File: config.mk
export PLATFORM = sky130hd
export DESIGN_NAME = decode_stage_flat
export DESIGN_NICKNAME = d
export VERILOG_FILES = /design/src/rtl/decode_if.sv /design/src/rtl/decode_stage.sv /design/src/flat_wrapper.sv
export SDC_FILE = /design/constraint.sdc
export NUM_CORES = 1
export LEC_CHECK = 0
export CORE_ASPECT_RATIO = 1.2
export CORE_MARGIN = 2
export CORE_UTILIZATION = 54
export CTS_CLUSTER_DIAMETER = 60
export DETAILED_ROUTE_END_ITERATION = 8
export PLACE_DENSITY = 0.88
export SYNTH_ARGS = -nofsm -noshare
export SYNTH_HDL_FRONTEND = slang
export SYNTH_SLANG_ARGS = --single-unit
export TNS_END_PERCENT = 100
File: constraint.sdc
create_clock -name clk -period 5.8 [get_ports clk]
set_input_delay 1.16 -clock clk [delete_from_list [all_inputs] [get_ports clk]]
set_output_delay 1.16 -clock clk [all_outputs]
set_load 0.01 [all_outputs]
File: src/rtl/decode_if.sv
// Fetch-to-decode and decode-to-execute handshake bus for decode_stage.
interface decode_if #(
    parameter int unsigned NUM_REGS    = 12,
    parameter int unsigned INSTR_WIDTH = 9,
    parameter int unsigned REG_WIDTH   = 8,
    parameter int unsigned OP_WIDTH    = 4,
    parameter int unsigned CNT_WIDTH   = 16
);
    localparam int unsigned AW = $clog2(NUM_REGS);

    logic [INSTR_WIDTH-1:0] instruction;
    logic                   in_valid;
    logic                   in_ready;
    logic                   flush;
    logic                   out_valid;
    logic                   out_ready;
    logic [OP_WIDTH-1:0]    alu_op;
    logic [AW-1:0]          rs_addr;
    logic [AW-1:0]          rt_addr;
    logic [AW-1:0]          rd_addr;
    logic [REG_WIDTH-1:0]   imm;
    logic                   reg_read;
    logic                   reg_write;
    logic                   car_write;
    logic                   sel_imm;
    logic                   mem_read;
    logic                   mem_write;
    logic                   mem2reg;
    logic                   illegal;
    logic                   halt;
    logic                   halted;
    logic [CNT_WIDTH-1:0]   decode_count;

    // Upstream/downstream environment side
    modport master (
        output instruction, in_valid, flush, out_ready,
        input  in_ready, out_valid, alu_op, rs_addr, rt_addr, rd_addr, imm,
               reg_read, reg_write, car_write, sel_imm, mem_read, mem_write,
               mem2reg, illegal, halt, halted, decode_count
    );

    // Decode stage side
    modport slave (
        input  instruction, in_valid, flush, out_ready,
        output in_ready, out_valid, alu_op, rs_addr, rt_addr, rd_addr, imm,
               reg_read, reg_write, car_write, sel_imm, mem_read, mem_write,
               mem2reg, illegal, halt, halted, decode_count
    );
endinterface

File: src/rtl/decode_stage.sv
// Registered instruction decode stage with load-use interlock, sticky halt and flush.
module decode_stage #(
    parameter int unsigned NUM_REGS    = 12,
    parameter int unsigned INSTR_WIDTH = 9,
    parameter int unsigned REG_WIDTH   = 8,
    parameter int unsigned OP_WIDTH    = 4,
    parameter int unsigned CNT_WIDTH   = 16
) (
    input  logic     clk,
    input  logic     rst_n,
    decode_if.slave  bus
);
    localparam int unsigned AW = $clog2(NUM_REGS);

    typedef struct packed {
        logic [OP_WIDTH-1:0]  alu_op;
        logic [AW-1:0]        rs;
        logic [AW-1:0]        rt;
        logic [AW-1:0]        rd;
        logic [REG_WIDTH-1:0] imm;
        logic                 reg_read;
        logic                 reg_write;
        logic                 car_write;
        logic                 sel_imm;
        logic                 mem_read;
        logic                 mem_write;
        logic                 mem2reg;
        logic                 illegal;
        logic                 halt;
    } dec_t;

    dec_t                 dec;
    dec_t                 out_q;
    logic                 rs_used;
    logic                 rt_used;
    logic                 out_valid_q;
    logic                 halted_q;
    logic                 lw_pending;
    logic [AW-1:0]        lw_dest;
    logic [CNT_WIDTH-1:0] count_q;
    logic                 hazard;
    logic                 in_ready;
    logic                 accept;
    logic                 lw_leave;

    logic [2:0] op;
    logic [1:0] fa;
    logic [1:0] fb;
    logic [1:0] fc;

    assign op = bus.instruction[8:6];
    assign fa = bus.instruction[5:4];
    assign fb = bus.instruction[3:2];
    assign fc = bus.instruction[1:0];

    // Decode the incoming instruction and note which source registers it reads
    always_comb begin
        dec     = '0;
        rs_used = 1'b0;
        rt_used = 1'b0;
        case (op)
            3'b000: begin
                dec.rs        = AW'(fa) + AW'(4);
                dec.rt        = (fc == 2'b01) ? AW'(fb) + AW'(8) : AW'(fb);
                dec.rd        = AW'(11);
                dec.reg_read  = 1'b1;
                dec.reg_write = 1'b1;
                rs_used       = 1'b1;
                rt_used       = 1'b1;
                case (fc)
                    2'b00:   dec.alu_op = OP_WIDTH'(0);
                    2'b01:   dec.alu_op = OP_WIDTH'(1);
                    2'b10:   dec.alu_op = OP_WIDTH'(2);
                    default: dec.alu_op = OP_WIDTH'(5);
                endcase
            end
            3'b001: begin
                if (fc == 2'b00) begin
                    dec.alu_op    = OP_WIDTH'(6);
                    dec.rs        = AW'(fa) + AW'(4);
                    dec.rd        = AW'(fb);
                    dec.reg_read  = 1'b1;
                    dec.reg_write = 1'b1;
                    dec.mem_read  = 1'b1;
                    dec.mem2reg   = 1'b1;
                    rs_used       = 1'b1;
                end else if (fc == 2'b01) begin
                    dec.alu_op    = OP_WIDTH'(6);
                    dec.rs        = AW'(fa) + AW'(4);
                    dec.rt        = AW'(fb);
                    dec.reg_read  = 1'b1;
                    dec.mem_write = 1'b1;
                    rs_used       = 1'b1;
                    rt_used       = 1'b1;
                end else begin
                    dec.illegal   = 1'b1;
                end
            end
            3'b010, 3'b100: begin
                dec.alu_op    = (op == 3'b010) ? OP_WIDTH'(4) : OP_WIDTH'(5);
                dec.rs        = AW'(fa) + AW'(4);
                dec.rt        = AW'(fb);
                dec.rd        = AW'(fc) + AW'(8);
                dec.reg_read  = 1'b1;
                dec.reg_write = 1'b1;
                dec.car_write = 1'b1;
                rs_used       = 1'b1;
                rt_used       = 1'b1;
            end
            3'b011: begin
                dec.alu_op    = OP_WIDTH'(4);
                dec.rs        = AW'(fb);
                dec.rd        = AW'(fa);
                dec.imm       = REG_WIDTH'(fc);
                dec.sel_imm   = 1'b1;
                dec.reg_read  = 1'b1;
                dec.reg_write = 1'b1;
                dec.car_write = 1'b1;
                rs_used       = 1'b1;
            end
            3'b101: begin
                dec.alu_op    = OP_WIDTH'(6);
                dec.rs        = AW'(bus.instruction[2:0]) + AW'(5);
                dec.rd        = AW'(bus.instruction[5:3]) + AW'(1);
                dec.reg_read  = 1'b1;
                dec.reg_write = 1'b1;
                rs_used       = 1'b1;
            end
            3'b110: begin
                dec.alu_op    = OP_WIDTH'(7);
                dec.rs        = AW'(fa) + AW'(4);
                dec.rt        = AW'(fb);
                dec.reg_read  = 1'b1;
                rs_used       = 1'b1;
                rt_used       = 1'b1;
            end
            default: begin
                if (fc == 2'b11) begin
                    dec.halt = 1'b1;
                end else begin
                    dec.alu_op    = OP_WIDTH'(8) + OP_WIDTH'(fc);
                    dec.rs        = AW'(fa) + AW'(4);
                    dec.rd        = AW'(fa) + AW'(4);
                    dec.rt        = AW'(fb);
                    dec.reg_read  = 1'b1;
                    dec.reg_write = 1'b1;
                    dec.car_write = 1'b1;
                    rs_used       = 1'b1;
                    rt_used       = 1'b1;
                end
            end
        endcase
    end

    // Handshake: stall on a read of the register an LW just wrote, on halt or flush
    always_comb begin
        hazard   = lw_pending && ((rs_used && (dec.rs == lw_dest)) ||
                                  (rt_used && (dec.rt == lw_dest)));
        in_ready = !bus.flush && !halted_q && !hazard && (!out_valid_q || bus.out_ready);
        accept   = bus.in_valid && in_ready;
        lw_leave = out_valid_q && bus.out_ready && !bus.flush && out_q.mem_read;
    end

    // Output pipeline register, interlock tracking, halt latch and counter
    always_ff @(posedge clk or negedge rst_n) begin
        if (!rst_n) begin
            out_q       <= '0;
            out_valid_q <= 1'b0;
            halted_q    <= 1'b0;
            lw_pending  <= 1'b0;
            lw_dest     <= '0;
            count_q     <= '0;
        end else begin
            lw_pending <= lw_leave;
            if (lw_leave) begin
                lw_dest <= out_q.rd;
            end
            if (accept) begin
                out_q       <= dec;
                out_valid_q <= 1'b1;
                count_q     <= count_q + CNT_WIDTH'(1);
                if (dec.halt) begin
                    halted_q <= 1'b1;
                end
            end else if (bus.flush || bus.out_ready) begin
                out_valid_q <= 1'b0;
            end
        end
    end

    assign bus.in_ready     = in_ready;
    assign bus.out_valid    = out_valid_q;
    assign bus.alu_op       = out_q.alu_op;
    assign bus.rs_addr      = out_q.rs;
    assign bus.rt_addr      = out_q.rt;
    assign bus.rd_addr      = out_q.rd;
    assign bus.imm          = out_q.imm;
    assign bus.reg_read     = out_q.reg_read;
    assign bus.reg_write    = out_q.reg_write;
    assign bus.car_write    = out_q.car_write;
    assign bus.sel_imm      = out_q.sel_imm;
    assign bus.mem_read     = out_q.mem_read;
    assign bus.mem_write    = out_q.mem_write;
    assign bus.mem2reg      = out_q.mem2reg;
    assign bus.illegal      = out_q.illegal;
    assign bus.halt         = out_q.halt;
    assign bus.halted       = halted_q;
    assign bus.decode_count = count_q;
endmodule

File: src/flat_wrapper.sv
// flat-port wrapper written by rule: the top's interface ports become plain ports
module decode_stage_flat 
#(
    parameter int unsigned NUM_REGS    = 12,
    parameter int unsigned INSTR_WIDTH = 9,
    parameter int unsigned REG_WIDTH   = 8,
    parameter int unsigned OP_WIDTH    = 4,
    parameter int unsigned CNT_WIDTH   = 16
)
  (clk, rst_n, bus_instruction, bus_in_valid, bus_flush, bus_out_ready, bus_in_ready, bus_out_valid, bus_alu_op, bus_rs_addr, bus_rt_addr, bus_rd_addr, bus_imm, bus_reg_read, bus_reg_write, bus_car_write, bus_sel_imm, bus_mem_read, bus_mem_write, bus_mem2reg, bus_illegal, bus_halt, bus_halted, bus_decode_count);
  decode_if #(.NUM_REGS(NUM_REGS), .INSTR_WIDTH(INSTR_WIDTH), .REG_WIDTH(REG_WIDTH), .OP_WIDTH(OP_WIDTH), .CNT_WIDTH(CNT_WIDTH)) bus_i ();
  input  logic clk;
  input  logic rst_n;
  input wire logic [$bits(bus_i.instruction)-1:0] bus_instruction;
  input wire logic [$bits(bus_i.in_valid)-1:0] bus_in_valid;
  input wire logic [$bits(bus_i.flush)-1:0] bus_flush;
  input wire logic [$bits(bus_i.out_ready)-1:0] bus_out_ready;
  output wire logic [$bits(bus_i.in_ready)-1:0] bus_in_ready;
  output wire logic [$bits(bus_i.out_valid)-1:0] bus_out_valid;
  output wire logic [$bits(bus_i.alu_op)-1:0] bus_alu_op;
  output wire logic [$bits(bus_i.rs_addr)-1:0] bus_rs_addr;
  output wire logic [$bits(bus_i.rt_addr)-1:0] bus_rt_addr;
  output wire logic [$bits(bus_i.rd_addr)-1:0] bus_rd_addr;
  output wire logic [$bits(bus_i.imm)-1:0] bus_imm;
  output wire logic [$bits(bus_i.reg_read)-1:0] bus_reg_read;
  output wire logic [$bits(bus_i.reg_write)-1:0] bus_reg_write;
  output wire logic [$bits(bus_i.car_write)-1:0] bus_car_write;
  output wire logic [$bits(bus_i.sel_imm)-1:0] bus_sel_imm;
  output wire logic [$bits(bus_i.mem_read)-1:0] bus_mem_read;
  output wire logic [$bits(bus_i.mem_write)-1:0] bus_mem_write;
  output wire logic [$bits(bus_i.mem2reg)-1:0] bus_mem2reg;
  output wire logic [$bits(bus_i.illegal)-1:0] bus_illegal;
  output wire logic [$bits(bus_i.halt)-1:0] bus_halt;
  output wire logic [$bits(bus_i.halted)-1:0] bus_halted;
  output wire logic [$bits(bus_i.decode_count)-1:0] bus_decode_count;
  assign bus_i.instruction = bus_instruction;
  assign bus_i.in_valid = bus_in_valid;
  assign bus_i.flush = bus_flush;
  assign bus_i.out_ready = bus_out_ready;
  assign bus_in_ready = bus_i.in_ready;
  assign bus_out_valid = bus_i.out_valid;
  assign bus_alu_op = bus_i.alu_op;
  assign bus_rs_addr = bus_i.rs_addr;
  assign bus_rt_addr = bus_i.rt_addr;
  assign bus_rd_addr = bus_i.rd_addr;
  assign bus_imm = bus_i.imm;
  assign bus_reg_read = bus_i.reg_read;
  assign bus_reg_write = bus_i.reg_write;
  assign bus_car_write = bus_i.car_write;
  assign bus_sel_imm = bus_i.sel_imm;
  assign bus_mem_read = bus_i.mem_read;
  assign bus_mem_write = bus_i.mem_write;
  assign bus_mem2reg = bus_i.mem2reg;
  assign bus_illegal = bus_i.illegal;
  assign bus_halt = bus_i.halt;
  assign bus_halted = bus_i.halted;
  assign bus_decode_count = bus_i.decode_count;
  decode_stage #(.NUM_REGS(NUM_REGS), .INSTR_WIDTH(INSTR_WIDTH), .REG_WIDTH(REG_WIDTH), .OP_WIDTH(OP_WIDTH), .CNT_WIDTH(CNT_WIDTH)) u_core (.clk(clk), .rst_n(rst_n), .bus(bus_i));
endmodule
==> run_results.csv, run 1 <==
group,metric,value,unit
floorplan,start_util,56.5,%
drt,routed_via_density,5.78,
critical_path,reg2reg_slack,3.09,ns
min_path,hold_path.class,"flip-flop to flip-flop",
place,gp_congestion,0.921,
power,total_power,0.899,mW
clock_network,h-tree-depth,2,
logic_synthesis,synth_cells,276,
sta,final.setup.tns,0,ns
cells_and_area,fin_cells,393,
logic_synthesis,synthFlopType,"dfrtp_1",
place,placed_area,3380,µm²
sta,worst_slew_pin_slew,1.07,ns
sta,maxSlewHeadroom,28.7,%
critical_path,crit_required,4.64,ns
sta,max_freq,191,MHz
drt,avgRoutedWirePerCell,16.6,µm
power,power_density,259,nW/µm²
drt,final_antenna_net_count,0,
sta,rsz0062_at_grt,"false",
clock_network,cts_hold_buf,0,
floorplan,num_io_pins,66,
floorplan,core-area,4940,µm²
critical_path,end_kind,"output pin",
logic_synthesis,synth_cell_types,50,
place,place_hpwl,4730,µm
cells_and_area,fin_util,70.3,%
sta,drv_slew,0,
drt,drc,0,
global_routing,antenna_found_initial,0,
floorplan,fp.dieH,82.7,µm
place,placed_cells,386,
critical_path,cp_data_arrival_time,4.08,ns
global_routing,grt_max_degree,49,
sta,finalSetupViolCount,0,
cells_and_area,diodes,0,
global_routing,grt_usage,23.1,%
flow_run,cap_violations,0,
clock_network,cts_buffer_depth,2,
outcome,outcome,"completed",
critical_path,crit_type,"input port to output pin",
drt,drtPass1Iterations,4,
place,place_ws,0.587,ns
cells_and_area,area_growth,24.6,%
clock_network,clock_latency,0.30,ns
clock_network,cts_setup_buffers,0,
cells_and_area,nFillCells,377,
drt,wl,6530,µm
critical_path,cp_max_fo,7,
logic_synthesis,yosysSeqAreaShare,43.1,%
clock_network,cts_buffers,5,
floorplan,fp.dieW,69.6,µm
drt,drtIter0Drc,176,
logic_synthesis,synth_warnings,0,
floorplan,dieArea,5760,µm²
logic_synthesis,synth_seq_cells,48,
cells_and_area,final_layout_size_suffix_gt1_share,12.6,%
global_routing,grt_pass1_vias,2149,
sta,period_share,90.3,%
global_routing,grt_overflow,0,
global_routing,grtUsageMet2,39.5,%
power,power_leakage,1.56,nW
logic_synthesis,synth-edff-count,0,
sta,skew,0.00630,ns
place,io_buffer_count,58,
power,ir_worst_vdd,132,µV
clock_network,cts.sinks,48,
sta,final_hold_viol_count,0,
clock_network,cts_tree,"built",
logic_synthesis,syn_avg_cell_area,10.1,µm²
sta,fin_crit,5.24,ns
cells_and_area,nets,355,
floorplan,rows,28,
sta,hold_slack,0.483,ns
logic_synthesis,synth_area,2790,µm²
clock_network,post_cts_resized,0,
global_routing,use_met3,3.40,%
drt,detailroute.via_count,2272,
global_routing,use_met1,30.5,%
global_routing,grt_most_used_layer,"met2",
clock_network,cts_root_buf,"clkbuf_8",
logic_synthesis,synthArstFlopShare,100,%
sta,setup_ws,0.564,ns
global_routing,grt_first_pass_wirelength,10400,µm
clock_network,clk_pin_slew,0.09,ns
critical_path,cp-start-kind,"input port",
cells_and_area,stdcell_area,3470,µm²
state kept, by name (all words and copies together), names as in the netlist, 2 cells and up:
register / cells
u_core.bus.decode_count: 16
u_core.bus.alu_op: 4
u_core.bus.rd_addr: 4
u_core.bus.rs_addr: 4
u_core.lw_dest: 4
u_core.bus.rt_addr: 3
u_core.bus.imm: 2
routing by layer:
layer	vias to the layer above	share of wire [%]
li1	1084	-
met2	95	48
met1	1084	44
met4	0	1.4
met3	9	6.7
met5	-	0
cells in the mapped netlist, types with 2 or more instances:
cell / instances / area share (%)
a21oi_1: 6 / 1.1
clkbuf_1: 3 / 0.40
nor3_1: 8 / 1.4
inv_1: 11 / 1.5
o21ai_0: 14 / 2.5
nand2b_1: 3 / 0.67
nand3_1: 12 / 2.2
or2_2: 2 / 0.45
o21a_1: 2 / 0.54
buf_4: 11 / 3.0
nor2b_1: 7 / 1.6
nand2_1: 29 / 3.9
and4_1: 4 / 1.3
and2_1: 4 / 0.90
a211oi_1: 5 / 1.3
nand4_1: 6 / 1.3
buf_6: 3 / 1.2
a21oi_2: 2 / 0.63
a32oi_1: 5 / 1.6
and3_1: 5 / 1.1
xor2_1: 8 / 2.5
a41o_1: 3 / 1.1
a31oi_1: 6 / 1.3
ha_1: 8 / 3.6
dfrtp_1: 48 / 43
xor2_2: 2 / 1.2
nor2_1: 11 / 1.5
xnor2_1: 11 / 3.5
mux2_2: 13 / 5.2
buf_2: 4 / 0.72
critical path: stages:
cell,delay (ns)
clkdlybuf4s50_1,0.60
inv_1,0.12
ha_1,0.30
or2_2,0.37
nor3_1,0.18
o21ai_0,0.14
and4_1,0.25
and2_1,0.16
nor3b_1,0.21
clkdlybuf4s50_1,0.58
cell usage in the layout (no fill, tap or decap), drive strengths merged, types with 5 or more instances in the layout:
cell type      Yosys  routed
buf               19       9
a211oi             5       5
and3               5       5
dfrtp             48      48
inv               11      11
clkbuf             3       6
clkdlybuf4s50      0      57
mux2              13      13
a31oi              7       7
xnor2             11      11
a32oi              5       5
nor3               8       8
nor2              11      11
nand3             12      12
conb               1       7
nor2b              7       7
nand4              6       6
ha                 8       8
xor2              10      10
o21ai             14      14
nand2             29      29
a21oi              9       9
worst paths after layout:
kind	from	end	depth (start not counted)
hold reg to reg	u_core.bus.decode_count[15]$_DFFE_PN0P_	u_core.bus.decode_count[15]$_DFFE_PN0P_	1
max in group asynchronous	rst_n	u_core.bus.decode_count[2]$_DFFE_PN0P_	1
setup reg to reg	u_core.bus.halted$_DFFE_PN0P_	u_core.bus.rt_addr[0]$_DFFE_PN0P_	5
min in group asynchronous	rst_n	u_core.bus.alu_op[0]$_DFFE_PN0P_	1
hold / removal	u_core.bus.decode_count[15]$_DFFE_PN0P_	u_core.bus.decode_count[15]$_DFFE_PN0P_	1
setup / recovery	bus_instruction[0]	bus_in_ready	10
cells by family (layout without fill, tap and decap cells):
group                    count (synthesis)  after routing  synth area share [%]
multiplexers                            13             13                  5.25
adder cells (fa/ha/maj)                  8              8                  3.59
buffers and inverters                   33             84                  6.91
XOR/XNOR                                21             21                  7.13
other                                    1              7                 0.134
flip-flops                              48             48                  43.1
AO/OA/AOI/OAI                           54             54                  15.2
AND/OR/NAND/NOR                         98             98                  18.7
area by class of cell:
class                      instances  area, µm²  area share [%]
multi-input combinational        201       1420            40.8
sequential                        48       1200            34.6
timing repair buffer              66        648            18.7
clock buffer                       6       82.6            2.38
tap                               60       75.1            2.16
inverter                          11       41.3            1.19
clock inverter                     1       8.76           0.252
report_power, final:
group / switching, mW / internal (mW)
clock network: 0.114 / 0.0953
registers: 0.0437 / 0.381
logic: 0.121 / 0.144
(Power assumes the default switching activity.)
==> run 2: changes to the inputs <==
- CORE_UTILIZATION: 54 -> 68
- DONT_BUFFER_PORTS: unset -> 1
- PLACE_DENSITY: 0.88 -> 0.86
==> run 2 against run 1 <==
- combinational power down 55%
- maximum frequency increased by 14%
- worst hold slack gained 0.047 ns
- utilization grew 1.4 points
- cell count down 18%
- clock power decreased by 2%
- clock skew decreased by 0.0035 ns
- die area decreased by 20%
- register-to-register slack worse by 0.21 ns
- count of clock-buffer cells in the layout stayed put
- power shrank 13%
==> run_results.csv, run 2 (same netlist as run 1, synthesis figures left out) <==
group,metric,value,unit
global_routing,antenna_found_initial,0,
drt,drtPass1Iterations,4,
critical_path,path_cells,"ha_1 > inv_1 > ha_1 > o21ai_0 > o311ai_1 > xnor2_1 > and4_1 > and2_1 > nor3b_1",
cells_and_area,nets,290,
cells_and_area,final_layout_size_suffix_gt1_share,12.7,%
power,power_leakage,1.31,nW
cells_and_area,stdcell_area,2830,µm²
drt,routed_via_density,6.42,
power,ir_worst_vdd,159,µV
floorplan,start_util,70.8,%
global_routing,grt_max_degree,49,
flow_run,cap_violations,0,
drt,avgRoutedWirePerCell,18.1,µm
sta,rsz0062_at_grt,"false",
cells_and_area,mostFrequentLayoutCell,"dfrtp_1",
critical_path,crit_family,"simple AND/OR/NAND/NOR gates",
floorplan,fp.dieW,62.5,µm
clock_network,h-tree-depth,2,
clock_network,cts_buffer_depth,2,
cells_and_area,final_cell_mix,"48 x dfrtp_1, 29 x nand2_1, 14 x o21ai_0",
critical_path,crit_required,4.64,ns
power,internal_power,0.535,mW
clock_network,cts.sinks,48,
cells_and_area,largest_reg_flops,16,
sta,fin_crit,4.58,ns
sta,worst_slew_pin_slew,1.08,ns
drt,detailroute.via_count,2067,
floorplan,fp.dieH,74.2,µm
floorplan,num_io_pins,66,
place,place_ws,1.25,ns
sta,period_share,78.9,%
sta,finalSetupViolCount,0,
sta,maxSlewHeadroom,27.7,%
critical_path,cp_data_arrival_time,3.42,ns
global_routing,grt_pass1_vias,1970,
cells_and_area,area_growth,1.35,%
cells_and_area,diodes,0,
clock_network,cts_buffers,5,
place,gp_congestion,0.929,
sta,max_freq,218,MHz
power,netSwitchingFraction,31.1,%
critical_path,cp_max_fo,13,
global_routing,grt_usage,27.0,%
sta,skew,0.00275,ns
sta,drv_slew,0,
power,power_density,275,nW/µm²
power,combPwrFrac,15.3,%
place,io_buffer_count,0,
power,p_switching,0.242,mW
clock_network,cts_setup_buffers,0,
sta,final_hold_viol_count,0,
min_path,hold_path.class,"flip-flop to flip-flop",
clock_network,clock_latency,0.30,ns
drt,wl,5840,µm
clock_network,clk_pin_slew,0.08,ns
outcome,outcome,"completed",
place,placed_area,2740,µm²
critical_path,crit_slowest_cell,"nor3b_1",
floorplan,dieArea,4630,µm²
drt,final_antenna_net_count,0,
critical_path,cp-start-kind,"input port",
floorplan,rows,25,
sta,setup_ws,1.22,ns
critical_path,crit_buf_inv,1,
floorplan,core-area,3940,µm²
critical_path,crit_type,"input port to output pin",
power,seq_power_share,58.3,%
drt,drc,0,
critical_path,crit_top_cell,"ha_1",
clock_network,cts_root_buf,"clkbuf_8",
sta,final.setup.tns,0,ns
critical_path,end_kind,"output pin",
clock_network,cts_hold_buf,0,
place,place_hpwl,4200,µm
power,pwr-share-clk,26.4,%
global_routing,grt_first_pass_wirelength,9760,µm
clock_network,post_cts_resized,0,
global_routing,grt_overflow,0,
critical_path,max_stage_delay,0.43,ns
drt,drtIter0Drc,174,
clock_network,cts_tree,"built",
==> run 2: changes by cell type in the layout (fill, tap and decap cells not counted) <==
| cell | previous run | this run |
|---|---|---|
| buf_12 | 1 | 0 |
| buf_2 | 1 | 0 |
| buf_4 | 7 | 1 |
| clkdlybuf4s50_1 | 57 | 0 |
==> run 2: worst paths after layout <==
check | from | end | slack, ns | cells past startpoint
min reg2reg | u_core.bus.decode_count[15]$_DFFE_PN0P_ | u_core.bus.decode_count[15]$_DFFE_PN0P_ | 0.53 | 1
max in group asynchronous | rst_n | u_core.bus.decode_count[2]$_DFFE_PN0P_ | 5.17 | 0
max reg2reg | u_core.bus.halted$_DFFE_PN0P_ | u_core.bus.rt_addr[0]$_DFFE_PN0P_ | 2.88 | 4
max | bus_instruction[0] | bus_in_ready | 1.22 | 9
min | u_core.bus.decode_count[15]$_DFFE_PN0P_ | u_core.bus.decode_count[15]$_DFFE_PN0P_ | 0.53 | 1
min in group asynchronous | rst_n | u_core.bus.halted$_DFFE_PN0P_ | 0.54 | 0
==> run 2: final cells by class <==
class / count / area, µm²
Clock buffer: 6 / 82.6
Clock inverter: 1 / 8.76
Fill cell: 304 / 1110
Inverter: 11 / 41.3
Multi-Input combinational cell: 201 / 1420
Sequential cell: 48 / 1200
Tap cell: 54 / 67.6
Timing Repair Buffer: 1 / 7.51
==> run 2: per-layer routing <==
layer	part of all wire [%]	global-route usage, %	vias up
met4	1.5	8.64	0
met2	49	45.0	92
met1	42	35.3	1025
met5	0	0	-
met3	7.7	6.66	7
li1	-	-	943
==> run 2: per-stage QoR <==
stage          hold slack, ns  power, mW  utilization (%)  cells
2_1_floorplan           0.480      0.559                -    282
3_3_place_gp            0.518      0.573             69.4    315
3_5_place_dp            0.523      0.579             69.4    315
4_1_cts                 0.537      0.779             71.7    322
5_1_grt                 0.529      0.815             71.7    322
6_report                0.530      0.778             71.7    322
==> run 2: power groups by stage <==
stage / registers (mW) / logic, mW / clock network (mW)
6_report: 0.453 / 0.119 / 0.205
2_1_floorplan: 0.445 / 0.114 / 0
5_1_grt: 0.460 / 0.134 / 0.221
3_5_place_dp: 0.460 / 0.119 / 0
4_1_cts: 0.454 / 0.120 / 0.206
3_3_place_gp: 0.458 / 0.115 / 0
==> run 2: worst register-to-register path, delay by kind of cell (launching register included) <==
kind,cells,cell delay (ns)
flops,1,0.44
mux,1,0.44
compound gates,3,1.93
==> run 3: changes to the inputs <==
- CORE_UTILIZATION: 68 -> 63
- PLACE_DENSITY: 0.86 -> 0.81
- clock period: 5.8 -> 4.45 ns (I/O delays scaled with it)
==> run 3 against run 2 <==
- register-to-register slack got worse by 0.73 ns
- count of clock-buffer cells in the layout decreased by 1
- clock skew increased by 0.011 ns
- worst hold slack got worse by 0.26 ns
- critical endpoint unchanged
==> run_results.csv, run 3 (same netlist as run 1, synthesis figures left out) <==
group,metric,value,unit
power,power_leakage,1.34,nW
critical_path,r2r_cells,6,
global_routing,grt_max_degree,49,
sta,max_freq,251,MHz
critical_path,crit_required,3.56,ns
clock_network,cts_hold_buf,0,
place,gp_congestion,0.968,
floorplan,core-area,4260,µm²
sta,final_hold_viol_count,0,
clock_network,cts_buffers,5,
clock_network,clk_pin_slew,0.10,ns
sta,fin_crit,3.98,ns
sta,finalSetupViolCount,0,
cells_and_area,diodes,0,
critical_path,cp_data_arrival_time,3.09,ns
floorplan,rows,26,
sta,drv_slew,0,
global_routing,grt_pass1_vias,2023,
floorplan,dieArea,4980,µm²
floorplan,start_util,65.4,%
global_routing,grt_usage,25.2,%
cells_and_area,area_growth,3.63,%
min_path,hold_path.class,"input port to async pin",
sta,setup_ws,0.471,ns
global_routing,grt_overflow,0,
power,total_power,1.07,mW
drt,detailroute.via_count,2077,
place,place_ws,0.508,ns
sta,period_share,89.4,%
clock_network,post_cts_resized,0,
place,place_hpwl,4330,µm
power,power_density,369,nW/µm²
flow_run,cap_violations,0,
clock_network,cts_tree,"built",
cells_and_area,nFillCells,339,
drt,drtPass1Iterations,4,
drt,wl,5930,µm
floorplan,fp.dieH,76.9,µm
drt,final_antenna_net_count,0,
clock_network,cts_setup_buffers,0,
floorplan,fp.dieW,64.7,µm
sta,rsz0062_at_grt,"false",
critical_path,crit-reg2reg-launch,"u_core.bus.out_valid$_DFFE_PN0P_",
sta,worst_slew_pin_slew,0.615,ns
sta,final.setup.tns,0,ns
place,placed_area,2780,µm²
critical_path,r2r-end,"u_core.bus.reg_read$_DFFE_PN0P_",
place,io_buffer_count,0,
cells_and_area,mostFrequentLayoutCell,"dfrtp_1",
drt,drtIter0Drc,175,
sta,skew,0.0137,ns
place,placed_cells,322,
clock_network,clock_latency,0.30,ns
clock_network,h-tree-depth,2,
cells_and_area,largest_reg_flops,16,
global_routing,grt_first_pass_wirelength,9870,µm
cells_and_area,final_cell_mix,"48 x dfrtp_1, 29 x nand2_1, 14 x o21ai_0",
cells_and_area,nets,295,
drt,drc,0,
sta,maxSlewHeadroom,58.4,%
critical_path,cp_max_fo,13,
cells_and_area,final_layout_size_suffix_gt1_share,14.6,%
global_routing,antenna_found_initial,0,
critical_path,cp-start-kind,"input port",
outcome,outcome,"completed",
cells_and_area,stdcell_area,2890,µm²
critical_path,crit_type,"input port to output pin",
power,ir_worst_vdd,196,µV
cells_and_area,fin_cells,330,
sta,hold_slack,0.270,ns
floorplan,num_io_pins,66,
clock_network,cts_buffer_depth,2,
clock_network,cts.sinks,48,
drt,avgRoutedWirePerCell,18.0,µm
clock_network,cts_root_buf,"clkbuf_8",
drt,routed_via_density,6.29,
cells_and_area,fin_util,67.8,%
critical_path,reg2reg_slack,2.15,ns
critical_path,end_kind,"output pin",
[run 3: cell types whose count changed in the layout (fill, tap and decap cells not counted)]
cell        before  now
buf_4            1    6
bufinv_16        0    1
clkbuf_8         6    5
clkinv_4         1    0
clkinvlp_4       0    1
inv_6            0    1
[run 3: how the worst max path moves through the flow]
stage | startpoint | end | slack, ns | cells past startpoint
floorplan | bus_instruction[0] | bus_in_ready | 0.64 | 11
global placement | bus_instruction[0] | bus_in_ready | 0.60 | 10
detailed placement | bus_instruction[0] | bus_in_ready | 0.51 | 10
CTS | bus_instruction[0] | bus_in_ready | 0.47 | 10
global route | bus_instruction[0] | bus_in_ready | 0.29 | 10
finish | bus_instruction[0] | bus_in_ready | 0.47 | 10
[run 3: worst max-delay path, stage by stage]
cell,delay [ns]
ha_1,0.37
inv_1,0.13
ha_1,0.30
o21ai_0,0.16
o311ai_1,0.16
xnor2_1,0.15
and4_1,0.22
and2_1,0.15
buf_4,0.17
nor3b_1,0.40
[run 3: power by group]
group | internal (mW) | switching (mW)
Combinational | 0.0797 | 0.0778
Sequential | 0.497 | 0.0945
Clock | 0.169 | 0.149
Total | 0.746 | 0.321
[run 3: cell type report]
| class | instances | area, µm² | share of cell area (%) |
|---|---|---|---|
| well taps | 56 | 70.1 | 2.42 |
| repair buffers | 6 | 45.0 | 1.56 |
| flip-flops and latches | 48 | 1200 | 41.6 |
| multi-input cells | 201 | 1420 | 49.0 |
| clock inverters | 3 | 46.3 | 1.60 |
| clock buffers | 5 | 68.8 | 2.38 |
| inverters | 11 | 41.3 | 1.43 |
[run 3: per-layer routing]
layer,vias to the layer above,GRT usage (%),part of all wire (%)
met5,-,0,0
met3,12,6.01,7.2
met1,1019,33.5,40
li1,960,-,-
met4,0,8.30,1.9
met2,86,40.4,51
